**config.mk**
```make
export PLATFORM = sky130hd
export DESIGN_NAME = jk_sync_counter
export DESIGN_NICKNAME = d
export VERILOG_FILES = /design/src/rtl/jk_pkg.sv /design/src/rtl/jk_ff_bit.sv /design/src/rtl/jk_sync_counter.sv
export SDC_FILE = /design/constraint.sdc
export NUM_CORES = 1
export LEC_CHECK = 0
export BUFFER_PORTS_ARGS = -buffer_cell sky130_fd_sc_hd__buf_2
export CAP_MARGIN = 10
export CORE_AREA = 2 2 39 41
export DETAILED_ROUTE_END_ITERATION = 8
export DIE_AREA = 0 0 41 43
export MAX_ROUTING_LAYER = met4
export PLACE_DENSITY = 0.72
export SYNTH_ARGS = -nofsm -noshare
export SYNTH_HDL_FRONTEND = slang
export SYNTH_SLANG_ARGS = --single-unit
```
**constraint.sdc**
```tcl
create_clock -name clk -period 1.9 [get_ports clk]
set_input_delay 0.38 -clock clk [delete_from_list [all_inputs] [get_ports clk]]
set_output_delay 0.38 -clock clk [all_outputs]
set_load 0.02 [all_outputs]
```
**src/rtl/jk_pkg.sv**
```systemverilog
// Shared JK command encodings and next-count helper
// for the JK-cell based synchronous counter.
package jk_pkg;

  localparam logic [1:0] JK_HOLD   = 2'b00;
  localparam logic [1:0] JK_RESET  = 2'b01;
  localparam logic [1:0] JK_SET    = 2'b10;
  localparam logic [1:0] JK_TOGGLE = 2'b11;

  // Wrapping up/down step; m is the modulus, up to 2**16.
  function automatic logic [15:0] jk_next(
    input logic [15:0] q,
    input logic        up,
    input logic [16:0] m
  );
    logic [16:0] qe;
    logic [16:0] mm1;
    qe  = {1'b0, q};
    mm1 = m - 17'd1;
    if (up) begin
      if (qe >= mm1) return 16'd0;
      else           return q + 16'd1;
    end else begin
      if (q == 16'd0 || qe >= m) return mm1[15:0];
      else                       return q - 16'd1;
    end
  endfunction

endpackage

```
**src/rtl/jk_ff_bit.sv**
```systemverilog
// Single JK flip-flop cell with synchronous
// active-high reset and complementary output.
module jk_ff_bit
  import jk_pkg::*;
(
  input  logic clk,
  input  logic rst,
  input  logic J,
  input  logic K,
  output logic Q,
  output logic Qb
);

  logic q_q;
  logic q_d;

  always_comb begin
    q_d = q_q;
    unique case ({J, K})
      JK_HOLD:   q_d = q_q;
      JK_RESET:  q_d = 1'b0;
      JK_SET:    q_d = 1'b1;
      JK_TOGGLE: q_d = ~q_q;
      default:   q_d = q_q;
    endcase
  end

  always_ff @(posedge clk) begin
    if (rst) q_q <= 1'b0;
    else     q_q <= q_d;
  end

  assign Q  = q_q;
  assign Qb = ~q_q;

endmodule

```
**src/rtl/jk_sync_counter.sv**
```systemverilog
// Modulo-N up/down counter; each bit is a JK cell
// steered from the current count toward the next.
module jk_sync_counter
  import jk_pkg::*;
#(
  parameter int WIDTH   = 4,
  parameter int MODULUS = 10
) (
  input  logic             clk,
  input  logic             rst,
  input  logic             en,
  input  logic             up,
  input  logic             load,
  input  logic [WIDTH-1:0] d,
  output logic [WIDTH-1:0] q,
  output logic [WIDTH-1:0] qb,
  output logic             tc
);

  localparam logic [16:0] MOD =
    17'(MODULUS);
  localparam logic [WIDTH-1:0] QMAX =
    WIDTH'(MODULUS - 1);

  logic [15:0]      nxt_w;
  logic [WIDTH-1:0] nxt;
  logic [WIDTH-1:0] j;
  logic [WIDTH-1:0] k;
  logic             unused_nxt;

  assign nxt_w      = jk_next(16'(q), up, MOD);
  assign nxt        = nxt_w[WIDTH-1:0];
  assign unused_nxt = ^nxt_w;

  // Load forces set/reset; counting toggles only the bits that differ.
  always_comb begin
    j = '0;
    k = '0;
    if (load) begin
      j = d;
      k = ~d;
    end else if (en) begin
      j = q ^ nxt;
      k = q ^ nxt;
    end
  end

  for (genvar i = 0; i < WIDTH; i++) begin : g_bit
    jk_ff_bit u_ff (
      .clk (clk),
      .rst (rst),
      .J   (j[i]),
      .K   (k[i]),
      .Q   (q[i]),
      .Qb  (qb[i])
    );
  end

  assign tc = ~rst & en & ~load &
              ((up & (q == QMAX)) |
               (~up & (q == '0)));

endmodule

```
==> flow_summary.json <==
{
  "crit_type": "reg -> out",
  "multi_input_area_um2": 343,
  "status": "finished, final reports clean",
  "hold_depth": 2,
  "synthSimpleGateAreaFrac_pct": 25.6,
  "place_area_um2": 548,
  "crit_path_max_fanout": 6,
  "synth_top_family_by_area": "simple AND/OR/NAND/NOR gates",
  "grt_overflow_total": 0,
  "finalCritPeriodShare_pct": 96.0,
  "diodes": 0,
  "largest_register_ffs": 4,
  "p_leak_nw": 0.268,
  "hold_viol_final": 0,
  "peakVddDrop_mv": 0.212,
  "finalWeightedCongestion": 0.827,
  "drt-met1-wl_um": 513,
  "fin_area_um2": 623,
  "synth_top_area_share_pct": 15.8,
  "reg2reg_slack_ns": 0.18,
  "final_nets": 95,
  "holdCritStartpoint": "rst",
  "utilization_pct": 45.0,
  "clk_latency_ns": 0.25,
  "p_switching_w": 0.000148,
  "timing.hold.ws_ns": 0.389,
  "drc": 0,
  "syn_area_um2": 508,
  "clk_pin_slew_worst_paths_ns": 0.04,
  "p_seq_share_pct": 27.9,
  "htree_levels": 1,
  "p_per_area_nw_per_um2": 612,
  "synth_common_cells": "buf_4 (8), inv_1 (6), nand2_1 (5), nor2_1 (5)",
  "start_util_pct": 36.7,
  "grt_max_degree": 13,
  "skew_ns": 0.00466,
  "reg2reg_from": "g_bit[0].u_ff.Q$_SDFFE_PP0P_",
  "synthMuxAreaShare_pct": 1.97,
  "synth_edf_count": 0,
  "synth_compound_area_share_pct": 25.4,
  "cts_tree": "done",
  "die-area_um2": 1760,
  "first_pass_iters": 4,
  "ys_types": 27,
  "core-area_um2": 1380,
  "drtIter0Drc": 12,
  "fmax_ghz": 0.548,
  "antenna_found_initial": 0,
  "track_usage_pct": 18.3,
  "dr.max_layer_used": "met4",
  "vias_per_cell": 5.64,
  "dp_hpwl_um": 994,
  "clk_path_buf_depth": 2,
  "synth_seq_cells": 4,
  "synth_area_leader_cell": "dfxtp_1",
  "synthFlopType": "dfxtp_1",
  "r2r_end": "g_bit[2].u_ff.Q$_SDFFE_PP0P_",
  "drive_above_1_share_pct": 43.8,
  "root_buffer": "clkbuf_4",
  "rows": 14,
  "synth_nets": 80,
  "cts-hold-fix-buffers": 0,
  "tightest_slew_ns": 0.367,
  "drv_cap": 0,
  "grt_pass1_vias": 459,
  "synth_cells": 67,
  "post_drt_wl_per_cell_um": 14.1,
  "min_to": "g_bit[3].u_ff.Q$_SDFFE_PP0P_",
  "synth_xor_area_share_pct": 0,
  "ys_warn_count": 0,
  "finalMaxSlewViolations": 0,
  "ff2ff_path_depth": 7,
  "ys_seq_area_share_pct": 15.8,
  "yosysMostFrequentCell": "buf_4",
  "synthAdderAreaFrac_pct": 9.85,
  "drt-total-wl_um": 1360,
  "fill_cells": 135,
  "die_w_um": 41,
  "area_growth_pct": 22.7,
  "async_flop_share_pct": 0,
  "cts_buffers": 3,
  "slew-limit-headroom_pct": 75.5,
  "crit_arrival_ns": 1.44,
  "regArea_um2": 85.1,
  "pwr-share-comb_pct": 41.7,
  "layout_min_cycle_time_ns": 1.82,
  "swShare_pct": 38.9,
  "p_total_w": 0.000381,
  "endpoint_kind": "output port",
  "setup_violations": 0,
  "power_frac_clock_pct": 30.5,
  "port_buffers": 17,
  "critical_path_required_ns": 1.52,
  "dr_wl_met2_um": 706,
  "route.antenna.remaining_nets": 0,
  "cp-start-kind": "flip-flop",
  "rsz0062_at_grt": "yes",
  "via_count": 541,
  "die_h_um": 43,
  "met3_wirelength_um": 110,
  "final.setup.tns_ns": 0,
  "grt_pass1_wl_um": 2050,
  "cts.sinks": 4,
  "min-delay-path-class": "in -> reg",
  "synth_area_leaders": "dfxtp_1 (16%), buf_4 (12%), ha_1 (9.9%)",
  "syn_area_per_cell_um2": 7.58,
  "io_pins": 18,
  "p_int_w": 0.000233
}
metrics by stage:
step | setup slack, ns | instances
2_1_floorplan | 0.209 | 67
3_3_place_gp | 0.202 | 90
3_5_place_dp | 0.127 | 90
4_1_cts | 0.0121 | 93
5_1_grt | -0.00835 | 96
6_report | 0.0753 | 96
layout make-up:
cell class	instances	share of cell area (%)
Inverter	6	4.42
Timing Repair Buffer	22	20.1
Multi-Input combinational cell	45	55.0
Sequential cell	4	13.7
Tap cell	16	3.21
Clock buffer	3	3.61
critical path, stage by stage (launching register included):
cell and delay, ns:
dfxtp_4 0.36, inv_4 0.06, ha_4 0.11, nor3b_2 0.14, a31oi_1 0.07, nor4b_2 0.26, buf_4 0.18
cells by family (layout without fill, tap and decap cells):
group / after synthesis / count (layout)
muxes: 1 / 1
buffers and inverters: 18 / 31
adders and majority gates: 4 / 4
DFF: 4 / 4
and+or+nand+nor: 23 / 23
AOI/OAI and AO/OA: 17 / 17
routing by layer:
metal  up-vias  global-route usage [%]
met1       245                    21.9
met2        30                    25.9
li1        261                       -
met4         0                    10.0
met3         5                    6.28
met5         -                       -
what timing repair did:
item	in CTS	in global routing
setup buffers	0	3
pin swaps	0	2
cloned	0	0
endpoints found under the setup margin	1	1
resized for setup	6	5
worst max path at each step:
stage / startpoint / end / slack, ns / cells after the start
2_1_floorplan: g_bit[0].u_ff.Q$_SDFFE_PP0P_ / tc / 0.21 / 5
3_3_place_gp: g_bit[0].u_ff.Q$_SDFFE_PP0P_ / tc / 0.20 / 6
3_5_place_dp: g_bit[0].u_ff.Q$_SDFFE_PP0P_ / tc / 0.13 / 6
4_1_cts: g_bit[1].u_ff.Q$_SDFFE_PP0P_ / tc / 0.01 / 6
5_1_grt: g_bit[0].u_ff.Q$_SDFFE_PP0P_ / tc / -0.008 / 6
6_report: g_bit[0].u_ff.Q$_SDFFE_PP0P_ / tc / 0.08 / 6
layout by cell type (no fill, tap or decap), drive strengths merged, types with 2 or more instances in the layout:
master,synthesis,layout
nand4,2,2
clkbuf,0,3
o211ai,2,2
a311oi,3,3
o21ai,2,2
o21a,2,2
buf,12,22
a31oi,2,2
nor3b,2,2
nor2b,4,4
nor2,5,5
ha,4,4
inv,6,6
nand2,5,5
a21oi,3,3
dfxtp,4,4
power groups by stage:
stage                     sequential (W)  clock, W  combinational [W]
final                           0.000106  0.000116           0.000159
after global routing            0.000108  0.000127           0.000174
after CTS                       0.000105  0.000119           0.000144
after detailed placement        0.000105         0           0.000142
after global placement          0.000105         0           0.000140
after floorplan                 0.000100         0           0.000123
Power figures use the tool's default switching activity.
